## config.mk

```make
export PLATFORM = sky130hd
export DESIGN_NAME = maxnet_feeder
export DESIGN_NICKNAME = d
export VERILOG_FILES = /design/src/rtl/maxnet_pkg.sv /design/src/rtl/maxnet_feeder.sv
export SDC_FILE = /design/constraint.sdc
export NUM_CORES = 1
export LEC_CHECK = 0
export BUFFER_PORTS_ARGS = -buffer_cell sky130_fd_sc_hd__buf_2
export CAP_MARGIN = 20
export CORE_MARGIN = 5
export CORE_UTILIZATION = 50
export CTS_CLUSTER_SIZE = 12
export DETAILED_ROUTE_END_ITERATION = 10
export MAX_ROUTING_LAYER = met4
export PLACE_DENSITY = 0.85
export SYNTH_ARGS = -nofsm -noshare
export SYNTH_HDL_FRONTEND = slang
export SYNTH_SLANG_ARGS = --single-unit
```

## constraint.sdc

```tcl
create_clock -name clk -period 2.6 [get_ports clk]
set_clock_uncertainty 0.1 [all_clocks]
set_input_delay 0 -clock clk [delete_from_list [all_inputs] [get_ports clk]]
set_output_delay 0 -clock clk [all_outputs]
set_load 0.005 [all_outputs]
```

## src/rtl/maxnet_pkg.sv

```systemverilog
// Shared definitions for the MaxNet front-end: job layout, FSM states and
// the float constant also used by the core.
package maxnet_pkg;

  // A job is five float32 words: epsilon followed by four activations.
  localparam int JOB_LEN = 5;

  // Slot indices within the job buffer, in arrival order.
  localparam logic [2:0] SLOT_EPS = 3'd0;
  localparam logic [2:0] SLOT_A1  = 3'd1;
  localparam logic [2:0] SLOT_A2  = 3'd2;
  localparam logic [2:0] SLOT_A3  = 3'd3;
  localparam logic [2:0] SLOT_A4  = 3'd4;

  // IEEE-754 single-precision 1.0, shared with the core.
  localparam logic [31:0] FLOAT_ONE = 32'h3F80_0000;

  // Sequencer states.
  typedef enum logic [1:0] {
    ST_LOAD  = 2'd0,
    ST_START = 2'd1,
    ST_WAIT  = 2'd2,
    ST_RESP  = 2'd3
  } state_t;

  // True when the write index points at the final word of a job.
  function automatic logic is_last_slot(input logic [2:0] idx);
    return (idx == SLOT_A4);
  endfunction

endpackage

```

## src/rtl/maxnet_feeder.sv

```systemverilog
// MaxNet front-end sequencer: gathers a five-word job, pulses start on the
// core, waits for a fresh finish (or times out) and returns the result over
// a valid/ready stream. Data words pass through untouched.
module maxnet_feeder
  import maxnet_pkg::*;
#(
  parameter int WORD_W  = 32,
  parameter int TIMEOUT = 4096,
  parameter int TO_W    = 13
) (
  input  logic              clk,
  input  logic              rst,
  input  logic              in_valid,
  output logic              in_ready,
  input  logic [WORD_W-1:0] in_data,
  output logic              res_valid,
  input  logic              res_ready,
  output logic [WORD_W-1:0] res_data,
  output logic              res_timeout,
  output logic              core_start,
  output logic [WORD_W-1:0] core_eps,
  output logic [WORD_W-1:0] core_a1,
  output logic [WORD_W-1:0] core_a2,
  output logic [WORD_W-1:0] core_a3,
  output logic [WORD_W-1:0] core_a4,
  input  logic              core_finish,
  input  logic [WORD_W-1:0] core_out
);

  // Last counter value spent in WAIT before the job is abandoned.
  localparam logic [TO_W-1:0] TO_LAST = TO_W'(TIMEOUT - 1);

  state_t            state_r, state_s;
  logic [2:0]        widx_r, widx_s;
  logic [WORD_W-1:0] slot_r [JOB_LEN];
  logic              wr_en_s;
  logic              seen_low_r, seen_low_s;
  logic [TO_W-1:0]   cnt_r, cnt_s;
  logic [WORD_W-1:0] res_data_r, res_data_s;
  logic              res_timeout_r, res_timeout_s;
  logic              in_ready_r, res_valid_r, core_start_r;
  logic              complete_s;

  // A finish only counts once the level has been seen low during this job,
  // so a level left high by the previous job cannot complete the new one.
  assign complete_s = core_finish & seen_low_r;

  // Next-state, slot write enable, timeout and result capture decisions.
  always_comb begin
    state_s       = state_r;
    widx_s        = widx_r;
    wr_en_s       = 1'b0;
    seen_low_s    = seen_low_r;
    cnt_s         = cnt_r;
    res_data_s    = res_data_r;
    res_timeout_s = res_timeout_r;
    case (state_r)
      ST_LOAD: begin
        if (in_valid && in_ready_r) begin
          wr_en_s = 1'b1;
          if (is_last_slot(widx_r)) begin
            widx_s  = 3'd0;
            state_s = ST_START;
          end else begin
            widx_s  = widx_r + 3'd1;
            state_s = ST_LOAD;
          end
        end else begin
          wr_en_s = 1'b0;
        end
      end
      ST_START: begin
        seen_low_s = 1'b0;
        cnt_s      = '0;
        state_s    = ST_WAIT;
      end
      ST_WAIT: begin
        if (!core_finish) begin
          seen_low_s = 1'b1;
        end else begin
          seen_low_s = seen_low_r;
        end
        if (complete_s) begin
          res_data_s    = core_out;
          res_timeout_s = 1'b0;
          state_s       = ST_RESP;
        end else if (cnt_r == TO_LAST) begin
          res_data_s    = '0;
          res_timeout_s = 1'b1;
          state_s       = ST_RESP;
        end else begin
          cnt_s = cnt_r + TO_W'(1);
        end
      end
      ST_RESP: begin
        if (res_ready) begin
          state_s = ST_LOAD;
        end else begin
          state_s = ST_RESP;
        end
      end
      default: begin
        state_s = ST_LOAD;
      end
    endcase
  end

  // FSM state, write index, finish qualifier, timeout counter and result.
  always_ff @(posedge clk or negedge rst) begin
    if (!rst) begin
      state_r       <= ST_LOAD;
      widx_r        <= 3'd0;
      seen_low_r    <= 1'b0;
      cnt_r         <= '0;
      res_data_r    <= '0;
      res_timeout_r <= 1'b0;
    end else begin
      state_r       <= state_s;
      widx_r        <= widx_s;
      seen_low_r    <= seen_low_s;
      cnt_r         <= cnt_s;
      res_data_r    <= res_data_s;
      res_timeout_r <= res_timeout_s;
    end
  end

  // Job slot storage; only written during LOAD, so it holds through RESP.
  always_ff @(posedge clk or negedge rst) begin
    if (!rst) begin
      slot_r <= '{default: '0};
    end else if (wr_en_s) begin
      slot_r[widx_r] <= in_data;
    end
  end

  // Handshake and start outputs registered as decodes of the next state.
  always_ff @(posedge clk or negedge rst) begin
    if (!rst) begin
      in_ready_r   <= 1'b1;
      res_valid_r  <= 1'b0;
      core_start_r <= 1'b0;
    end else begin
      in_ready_r   <= (state_s == ST_LOAD);
      res_valid_r  <= (state_s == ST_RESP);
      core_start_r <= (state_s == ST_START);
    end
  end

  assign in_ready    = in_ready_r;
  assign res_valid   = res_valid_r;
  assign core_start  = core_start_r;
  assign res_data    = res_data_r;
  assign res_timeout = res_timeout_r;
  assign core_eps    = slot_r[SLOT_EPS];
  assign core_a1     = slot_r[SLOT_A1];
  assign core_a2     = slot_r[SLOT_A2];
  assign core_a3     = slot_r[SLOT_A3];
  assign core_a4     = slot_r[SLOT_A4];

endmodule

```

==> results of run 1 <==
==> logic make-up after synthesis <==
| kind of cell | count (synthesis) |
|---|---|
| simple gates | 64 |
| buf+inv | 34 |
| fa+ha+maj | 8 |
| mux | 163 |
| flops | 215 |
| compound gates | 66 |
==> synth_stat cells (all sizes together) (3+ instances only) <==
master / number
nor3: 5
mux2: 162
nor2: 13
o21ai: 12
clkbuf: 11
inv: 9
ha: 8
o31ai: 5
or4: 3
a22o: 33
buf: 14
nand3: 13
nand2: 16
nor4: 4
dfrtp: 214
==> power groups by stage <==
| stage | Combinational, uW | Clock (uW) | Sequential (uW) |
|---|---|---|---|
| 2_1_floorplan | 1600 | 0 | 5300 |
| 3_3_place_gp | 3340 | 0 | 5250 |
| 3_5_place_dp | 3510 | 0 | 5290 |
| 4_1_cts | 3580 | 2870 | 5270 |
| 5_1_grt | 3960 | 3020 | 5460 |
| 6_report | 3620 | 2830 | 5330 |
==> critical path, stage by stage (launching register included) <==
cell,delay [ps]
dfrtp_1,410
inv_1,130
ha_1,320
nand4b_2,230
or4_1,710
a22oi_2,270
and2_1,160
==> timing repair <==
action,4_1_cts,5_1_grt
endpoints found under the hold margin,394,0
hold buffers,68,0
buffers inserted,0,0
==> stage by stage <==
step | utilization (%) | hold slack, ps
floorplan | - | -396
global placement | 61.0 | -2.01
detailed placement | 61.2 | 2.03
CTS | 69.1 | 37.9
global route | 69.1 | 108
finish | 69.1 | 62.7
==> area by class of cell <==
type	instances	area, sq um
clock inverters	1	5.00
clock buffers	32	619
flip-flops and latches	215	5380
repair buffers	351	2220
well taps	220	275
inverters	9	33.8
multi-input cells	301	2840
fillers	1100	5080
==> routing by layer <==
metal / global-route usage, % / up-vias / part of all wire (%)
met2: 40.9 / 275 / 50
met1: 30.0 / 3121 / 40
met5: - / - / 0
li1: - / 2694 / -
met4: 7.05 / 0 / 2.8
met3: 5.41 / 46 / 7.5
==> how the worst max path moves through the flow <==
stage / endpoint / slack (ps) / cells past startpoint / startpoint
2_1_floorplan: cnt_r[11]$_DFFE_PN0P_ / 440 / 7 / state_r[0]$_DFF_PN0_
5_1_grt: cnt_r[0]$_DFFE_PN0P_ / 110 / 6 / state_r[0]$_DFF_PN0_
3_3_place_gp: res_data[17]$_DFFE_PN0P_ / 290 / 6 / state_r[0]$_DFF_PN0_
6_report: res_valid$_DFF_PN0_ / 210 / 6 / state_r[0]$_DFF_PN0_
3_5_place_dp: res_valid$_DFF_PN0_ / 280 / 6 / state_r[0]$_DFF_PN0_
4_1_cts: res_valid$_DFF_PN0_ / 250 / 6 / state_r[0]$_DFF_PN0_
==> flip-flops by register name (all words and copies together) (netlist names) <==
register,count
res_timeout,1
in_ready,1
widx_r,3
res_data,32
res_valid,1
core_start,1
core_a4,32
core_a3,32
seen_low_r,1
core_eps,32
core_a1,32
core_a2,32
state_r,2
cnt_r,13
==> key figures, run 1 <==
Run status
  – Status: finished, final reports clean

Yosys
  – Warnings, synthesis: 0
  – Combinational family with the most area after synthesis: multiplexers
  – Compound-gate portion of the synthesized area: under 10%
  – Synthesized area: about 8300 sq um
  – Adder-Cell Fraction of Synth Area: ~1.2%
  – Async S/R FF share, synth: 100%
  – Distinct cells, synth: 46
  – EDFF count, synth: 0
  – Post-Syn Nets: 627
  – Sequential element share of the synthesized area: between 60% and 70%
  – Prevailing post-synth register cell: dfrtp_1
  – Fraction of synthesized area in multiplexers: roughly 22%
  – Top-area cell type share of the netlist area: about 64%
  – Cell taking the most area after synthesis: dfrtp_1
  – Synth area leaders: dfrtp_1 64%, mux2_2 21%, a22o_1 3.5%, ha_1 1.2%, nand3_1 0.72%
  – Yosys reg bits: approximately 220
  – Cells after synthesis: 550
  – Synth Area in XOR/XNOR: 0%
  – Post-synthesis area per instance: between 15 and 20 sq um
  – Post-Synth Simple-Gate Area: ~4.4%

Power
  – LEAKAGE: ~0.0060 uW
  – Comb pwr share: between 30% and 40%
  – Seq pwr share: 45.2%
  – P per Cell Area: 1030 nW/um^2
  – Max VDD drop: 0.768 mV
  – Clock share of power: a little under a quarter
  – Internal: between 8000 and 9000 uW
  – P_sw: between 3000 and 4000 uW
  – Sw Ratio: a little under a third
  – Design Power: ~12000 uW

Placement
  – Placed Cells incl. Taps: 1028
  – Final HPWL DP: between 10000 and 15000 um
  – Place WS: around 280 ps
  – Port Buf Inserts: between 200 and 300
  – Placed instance area: 10100 sq um
  – Final Wtd Congestion: about 0.86

CTS
  – Sink Count: 215
  – Clock-pin slew on the worst setup and hold paths: around 60 ps
  – Clk root buf: clkbuf_16
  – Clock latency on the worst-skew pair: about 500 ps
  – H-tree levels: 1
  – Clock Path Buffers: 3
  – CTS tree: done
  – Cts bufs inserted: 22
  – Post-CTS Resized: 0

Worst setup path
  – WP data required: 2940 ps
  – FF-to-FF Start: state_r[0]$_DFF_PN0_
  – CP Capture Type: flip-flop
  – FF-to-FF End: res_valid$_DFF_PN0_
  – Crit-path max FO: 7
  – Worst R2R Path Depth: 6
  – CP startpoint kind: flip-flop
  – R2R Setup Slk: about 210 ps
  – CP Data Arrival Time: around 2700 ps
  – Setup Crit Path Kind: flip-flop to flip-flop

Timing
  – Worst-Margin Slew: 725 ps
  – Hold Violations, Final: 0
  – Slew headroom: 51.7%
  – Fmax: 418 MHz
  – Setup TNS: 0 ps
  – Slew Viols, Final: 0
  – Period minus WS final: 2390 ps
  – Setup ws final: roughly 210 ps
  – RSZ-0062 raised after global routing: false
  – Period utilization: between 90 and 100%
  – Final Setup Violations: 0

Floorplan
  – Cell row count: 47
  – Die X-Extent: roughly 140 um
  – Boundary Pins: between 200 and 300
  – Die area: 19400 sq um
  – Die height: about 140 um
  – Core area: about 16000 sq um
  – Initial core utilization: approximately 51%

GRT
  – GRT Residual Overflow: 0
  – Initial antenna violation count: 0
  – First-pass GRT wire length: roughly 37000 um
  – Total track usage: approximately a quarter
  – Vias in the first global route: between 6000 and 7000
  – Largest net degree at the start of global routing: ~90

Drt
  – Wire length per cell: around 20 um
  – Initial DRC Count: about 280
  – 1st-pass router iterations: 5
  – DRC: 0
  – Via count: slightly above 6000
  – Drt via density: 5.43
  – Final wirelength: approximately 23000 um
  – Antenna-violating nets left: 0

Job
  – Number of max-cap violations: 0

Finish
  – Area Growth Syn to Fin: 36.5%
  – Diodes inserted: 0
  – Most common cell after layout, fill and taps aside: buf_2
  – Commonest non-fill, non-tap cells in the layout: 263 x buf_2, 214 x dfrtp_1, 159 x mux2_2, 68 x dlygate4sd3_1, 33 x a22o_1
  – Fraction of layout cells with a size suffix above 1: between 50% and 60%
  – Nets: approximately 980
  – Post-Layout Cell Count: around 1100
  – Final Cell Area: ~11000 sq um

Hold path
  – Type of the worst min-delay path: primary input to async pin
Note: power is estimated with default switching activity, not from simulation.
==> run 2: changes to the inputs <==
--- a/config.mk
+++ b/config.mk
@@ -5,6 +5,7 @@
 export SDC_FILE = /design/constraint.sdc
 export NUM_CORES = 1
 export LEC_CHECK = 0
+export ABC_AREA = 1
 export BUFFER_PORTS_ARGS = -buffer_cell sky130_fd_sc_hd__buf_2
 export CAP_MARGIN = 20
 export CORE_MARGIN = 5
==> constraint.sdc (replaced) <==
create_clock -name clk -period 2.9 [get_ports clk]
set_clock_uncertainty 0.1 [all_clocks]
set_input_delay 0 -clock clk [delete_from_list [all_inputs] [get_ports clk]]
set_output_delay 0 -clock clk [all_outputs]
set_load 0.005 [all_outputs]
==> run 2 against run 1 <==
  * Maximum frequency fell by 7.2%
  * Combinational power increased by 2%
  * Global-route usage grew 1.4 points
  * Critical path type unchanged
  * Flip-flop and latch count is the same
  * Sequential power down 5.1%
  * Largest cell class unchanged
  * Cell area is 1.2% lower
  * Register-to-register slack improved by 110 ps
  * Critical path depth grew 1
  * First-iteration DRC count grew 44%
  * Non-clock buffer count is 8 lower
  * Routed wire length increased by 4.5%
  * Clock power decreased by 4%
==> key figures, run 2 <==
Run status
  – Status: finished, final reports clean

Yosys
  – Distinct cells, synth: 24
  – Top-area cell type share of the netlist area: about two thirds
  – Post-synthesis area per instance: ~9.5 sq um
  – Yosys reg bits: around 220
  – Prevailing post-synth register cell: dfrtp_1
  – EDFF count, synth: 0
  – Async S/R FF share, synth: 100%
  – Post-Syn Nets: between 900 and 1000
  – Warnings, synthesis: 0
  – Most common cell in the netlist: dfrtp_1
  – Synthesized area: slightly above 8000 sq um
  – Synth area leaders: dfrtp_1 65%, nand2_1 9.6%, a21oi_1 5.9%, nor2_1 5.3%, o21ai_0 4.9%
  – Post-synth top cells: 214 x dfrtp_1, 211 x nand2_1, 117 x nor2_1
  – Cell taking the most area after synthesis: dfrtp_1
  – Cells after synthesis: ~870
  – Sequential element share of the synthesized area: 65.1%

Worst setup path
  – CP Capture Type: flip-flop
  – CP Data Arrival Time: 2880 ps
  – Worst R2R Path Depth: 7
  – CP startpoint kind: flip-flop
  – Setup Crit Path Kind: flip-flop to flip-flop
  – Crit-path max FO: 40
  – WP data required: 3200 ps

Timing
  – Hold Violations, Final: 0
  – Slew Viols, Final: 0
  – Setup TNS: 0 ps
  – Slew headroom: between 30% and 40%
  – Setup ws final: 322 ps
  – Worst-Margin Slew: ~970 ps
  – Period utilization: about 90%
  – RSZ-0062 raised after global routing: false
  – Period minus WS final: approximately 2600 ps
  – Final Setup Violations: 0
  – Fmax: between 300 and 400 MHz

Placement
  – Final Wtd Congestion: about 0.85
  – Port Buf Inserts: about 260
  – Placed Cells incl. Taps: approximately 1300
  – Place WS: approximately 370 ps
  – Final HPWL DP: roughly 15000 um

Floorplan
  – Die X-Extent: 139 um
  – Die area: just under 20000 sq um
  – Cell row count: 47
  – Boundary Pins: 265
  – Core area: about 16000 sq um
  – Die height: about 140 um
  – Initial core utilization: 50.4%

Finish
  – Post-Layout Cell Count: around 1400
  – Area Growth Syn to Fin: 36.0%
  – Register Area: approximately 5400 sq um
  – Fraction of layout cells with a size suffix above 1: a little over a quarter
  – Commonest non-fill, non-tap cells in the layout: 263 x buf_2, 214 x dfrtp_1, 211 x nand2_1, 116 x nor2_1, 98 x a21oi_1
  – Area occupied by multi-input gates: 2510 sq um
  – Nets: 1270
  – Core Util, Final: roughly two thirds
  – Fillers: ~1200
  – Most common cell after layout, fill and taps aside: buf_2

Hold path
  – Type of the worst min-delay path: primary input to async pin

GRT
  – Largest net degree at the start of global routing: 84
  – Vias in the first global route: about 7500
  – Initial antenna violation count: 1
  – GRT Residual Overflow: 0
  – Total track usage: 25.8%
  – First-pass GRT wire length: 39600 um

CTS
  – Cts bufs inserted: 23
  – Clk root buf: clkbuf_16
  – Clock Path Buffers: 3
  – H-tree levels: 1
  – Sink Count: approximately 220
  – CTS tree: done
  – Clock-pin slew on the worst setup and hold paths: approximately 60 ps
  – Clock latency on the worst-skew pair: 490 ps

Drt
  – Final wirelength: 24100 um
  – 1st-pass router iterations: 7
  – Via count: roughly 7300
  – Antenna-violating nets left: 0
  – Wire length per cell: about 17 um
  – Drt via density: 5.12
  – Initial DRC Count: between 300 and 400
  – DRC: 0

Power
  – P per Cell Area: roughly 1000 nW/um^2
  – LEAKAGE: around 0.0059 uW
  – Max VDD drop: approximately 0.58 mV

Job
  – Number of max-cap violations: 0
[run 2: changes by cell type after synthesis, moves of 6 or more]
| cell | change |
|---|---|
| inv_1 | +45 |
| buf_2 | +6 |
| nand2_1 | +195 |
| buf_1 | -7 |
| clkbuf_1 | +18 |
| nor2_1 | +104 |
| a22o_1 | -33 |
| mux2_2 | -159 |
| a21oi_1 | +96 |
| nand3_1 | +8 |
| o21ai_0 | +69 |
[run 2: through the flow]
stage	hold WS [ps]	instance area, sq um	total power [uW]
4_1_cts	18.9	11200	11500
3_3_place_gp	-64.5	9820	8420
2_1_floorplan	-396	8270	6670
5_1_grt	47.9	11200	12300
3_5_place_dp	-66.5	9820	8610
6_report	15.3	11200	11500
[run 2: layer usage]
metal  up-vias  part of all wire, %  track usage (%)
li1       3437                    -                -
met1      3498                   39             31.2
met2       301                   51             43.3
met3        84                  6.1             4.83
met4         0                  4.3             9.83
met5         -                    0                -
[run 2: final timing paths]
check                                              from                      end  slack (ps)
worst max-delay path               state_r[0]$_DFF_PN0_   core_a2[6]$_DFFE_PN0P_         320
worst max register to register     state_r[0]$_DFF_PN0_   core_a2[6]$_DFFE_PN0P_         320
max in group asynchronous                           rst       in_ready$_DFF_PN1_        2270
worst min-delay path                                rst  core_a4[31]$_DFFE_PN0P_          20
worst min register to register  res_data[4]$_DFFE_PN0P_  res_data[4]$_DFFE_PN0P_         370
min in group clk                            core_out[2]  res_data[2]$_DFFE_PN0P_         140
[run 2: timing repair]
item	in CTS	in global routing
endpoints found under the hold margin	413	0
setup buffers	0	0
endpoints found under the setup margin	0	1
gates resized for setup	0	1
hold buffers	70	0
[run 2: logic make-up after synthesis]
group | Yosys count | synth area share (%)
xor gates and xnor gates | 1 | 0.106
DFF | 215 | 65.1
adders and majority gates | 8 | 1.21
AOI/OAI and AO/OA | 184 | 11.3
buffers and inverters | 98 | 4.65
and+or+nand+nor | 360 | 17.7
[run 2: area by class of cell]
cell class	count	share of cell area [%]
Sequential cell	215	47.9
Multi-Input combinational cell	553	22.3
Timing Repair Buffer	343	19.3
Clock buffer	37	6.03
Tap cell	220	2.45
Inverter	57	1.90
Clock inverter	3	0.167
Antenna cell	1	0.0223
[run 2: worst max-delay path, stage by stage (launching register included)]
cell     delay, ps
dfrtp_1        430
inv_1          130
ha_1           150
nand2_1        200
inv_1          270
nand4_2        560
buf_12         400
o21ai_0        210
[run 2: report_power, final]
group | internal (uW) | switching [uW] | leakage (uW)
combinational | 1660 | 2040 | 0.00284
clock | 1590 | 1130 | 0.000342
sequential | 4300 | 766 | 0.00273
==> run 3: changes to the inputs <==
--- a/config.mk
+++ b/config.mk
@@ -9,11 +9,11 @@
 export BUFFER_PORTS_ARGS = -buffer_cell sky130_fd_sc_hd__buf_2
 export CAP_MARGIN = 20
 export CORE_MARGIN = 5
-export CORE_UTILIZATION = 50
+export CORE_UTILIZATION = 55
 export CTS_CLUSTER_SIZE = 12
 export DETAILED_ROUTE_END_ITERATION = 10
 export MAX_ROUTING_LAYER = met4
-export PLACE_DENSITY = 0.85
+export PLACE_DENSITY = 0.91
 export SYNTH_ARGS = -nofsm -noshare
 export SYNTH_HDL_FRONTEND = slang
 export SYNTH_SLANG_ARGS = --single-unit
==> run 3 against run 2 <==
  * Clock power fell by 3%
  * Critical path depth grew 2
  * Count of clock-buffer cells in the layout down 9
  * Cell area fell by 0.88%
  * Global-route usage is 3.9 points higher
  * Die area is 8.5% lower
  * Largest cell class unchanged
  * Hold slack better by 1.8 ps
==> key figures, run 3 (synthesis results as in run 2) <==
Drt
  – Drt via density: between 5 and 6
  – Antenna-violating nets left: 0
  – Final wirelength: about 25000 um
  – Via count: approximately 7600
  – 1st-pass router iterations: 5
  – Wire length per cell: 18.3 um
  – DRC: 0
  – Initial DRC Count: between 500 and 600

Finish
  – Nets: around 1300
  – Fraction of layout cells with a size suffix above 1: between 20% and 30%
  – Post-Layout Cell Count: 1390
  – Commonest non-fill, non-tap cells in the layout: 263 x buf_2, 214 x dfrtp_1, 211 x nand2_1, 116 x nor2_1, 98 x a21oi_1
  – Fillers: 930
  – Area Growth Syn to Fin: 34.8%
  – Core Util, Final: 76.1%
  – Most common cell after layout, fill and taps aside: buf_2

Worst setup path
  – CP peak stage delay: slightly below 600 ps
  – Crit path buf inv count: 4
  – Setup Crit Path Kind: flip-flop to flip-flop
  – Crit-path max FO: 32
  – CP startpoint kind: flip-flop
  – Largest delay share family, worst path: buffers and inverters
  – CP cell instances: inv_1 > ha_1 > inv_1 > nor2_2 > inv_1 > nand2_1 > inv_1 > nand2_1 > nand2_1
  – CP Capture Type: flip-flop
  – Slowest stage cell, crit path: ha_1
  – WP data required: about 3200 ps
  – CP Data Arrival Time: 2950 ps
  – Most used cell, CP: inv_1

Power
  – Design Power: approximately 12000 uW
  – P per Cell Area: roughly 1000 nW/um^2
  – LEAKAGE: roughly 0.0059 uW
  – Max VDD drop: ~0.73 mV

Timing
  – Worst-Margin Slew: between 900 and 1000 ps
  – Period utilization: slightly above 90%
  – Setup TNS: 0 ps
  – RSZ-0062 raised after global routing: false
  – Hold Violations, Final: 0
  – Slew headroom: between 30% and 40%
  – Final Setup Violations: 0
  – Setup ws final: 223 ps
  – Slew Viols, Final: 0
  – Period minus WS final: between 2000 and 3000 ps
  – Fmax: approximately 370 MHz

Floorplan
  – Cell row count: 44
  – Die area: ~18000 sq um
  – Initial core utilization: 56.5%
  – Core area: 14600 sq um
  – Boundary Pins: between 200 and 300
  – Die X-Extent: 133 um
  – Die height: between 100 and 150 um

Placement
  – Placed Cells incl. Taps: between 1000 and 1500
  – Final Wtd Congestion: 0.870
  – Port Buf Inserts: 264
  – Final HPWL DP: 15400 um
  – Place WS: 434 ps

CTS
  – Clock Path Buffers: 3
  – Clock-pin slew on the worst setup and hold paths: around 60 ps
  – Post-CTS Resized: 0
  – Cts bufs inserted: 23
  – H-tree levels: 1
  – Clk root buf: clkbuf_16
  – CTS tree: done
  – Clock latency on the worst-skew pair: roughly 490 ps
  – Sink Count: approximately 220

GRT
  – Total track usage: ~30%
  – GRT Residual Overflow: 0
  – First-pass GRT wire length: 41100 um
  – Vias in the first global route: 7829
  – Largest net degree at the start of global routing: 80
  – Initial antenna violation count: 2

Job
  – Number of max-cap violations: 0

Hold path
  – Type of the worst min-delay path: primary input to async pin

Run status
  – Status: finished, final reports clean
## run 3: changes by cell type in the layout (fill, tap and decap cells not counted), moves of 2 or more
cell / delta
buf_4: +6
clkbuf_1: -7
clkbuf_8: -2
buf_12: -2
## run 3: repair_timing
action,in CTS,in global routing
setup endpoints to repair,0,0
endpoints found under the hold margin,388,0
hold buffers,69,0
setup buffers,0,0
## run 3: cell type report
| cell class | instances | area [sq um] | share of cell area (%) |
|---|---|---|---|
| Timing Repair Buffer | 346 | 2140 | 19.2 |
| Clock inverter | 5 | 32.5 | 0.292 |
| Sequential cell | 215 | 5380 | 48.3 |
| Inverter | 57 | 214 | 1.92 |
| Tap cell | 184 | 230 | 2.07 |
| Multi-Input combinational cell | 553 | 2510 | 22.6 |
| Antenna cell | 2 | 5.00 | 0.0449 |
| Clock buffer | 28 | 624 | 5.60 |
## run 3: worst register-to-register path: stages, from the launching register on
cell	delay [ps]
dfrtp_1	430
inv_1	130
ha_1	590
inv_1	200
nor2_2	170
inv_1	90
nand2_1	90
inv_1	420
nand2_1	250
nand2_1	80
## run 3: worst paths after layout
kind | slack (ps) | depth (start not counted) | from | endpoint
setup reg to reg | 220 | 9 | state_r[0]$_DFF_PN0_ | res_data[6]$_DFFE_PN0P_
setup / recovery | 220 | 9 | state_r[0]$_DFF_PN0_ | res_data[6]$_DFFE_PN0P_
min in group clk | 150 | 4 | core_out[30] | res_data[30]$_DFFE_PN0P_
max in group asynchronous | 1850 | 3 | rst | res_data[21]$_DFFE_PN0P_
hold reg to reg | 370 | 2 | res_data[14]$_DFFE_PN0P_ | res_data[14]$_DFFE_PN0P_
hold / removal | 20 | 2 | rst | res_data[25]$_DFFE_PN0P_
## run 3: per-layer routing
metal	up-vias	global-route usage, %	share of wire [%]
met2	391	49.4	51
li1	3426	-	-
met5	-	-	0
met3	120	5.54	6.6
met1	3670	34.9	37
met4	0	15.0	5.8
## run 3: through the flow
stage | hold WS [ps] | area (sq um)
2_1_floorplan | -396 | 8270
3_3_place_gp | -15.8 | 9790
3_5_place_dp | -12.9 | 9790
4_1_cts | 20.8 | 11100
5_1_grt | 80.7 | 11100
6_report | 17.1 | 11100
## run 3: power breakdown
| group | internal (uW) | switching, uW |
|---|---|---|
| sequential | 4300 | 822 |
| clock | 1510 | 1120 |
| combinational | 1650 | 2120 |
| total | 7460 | 4070 |
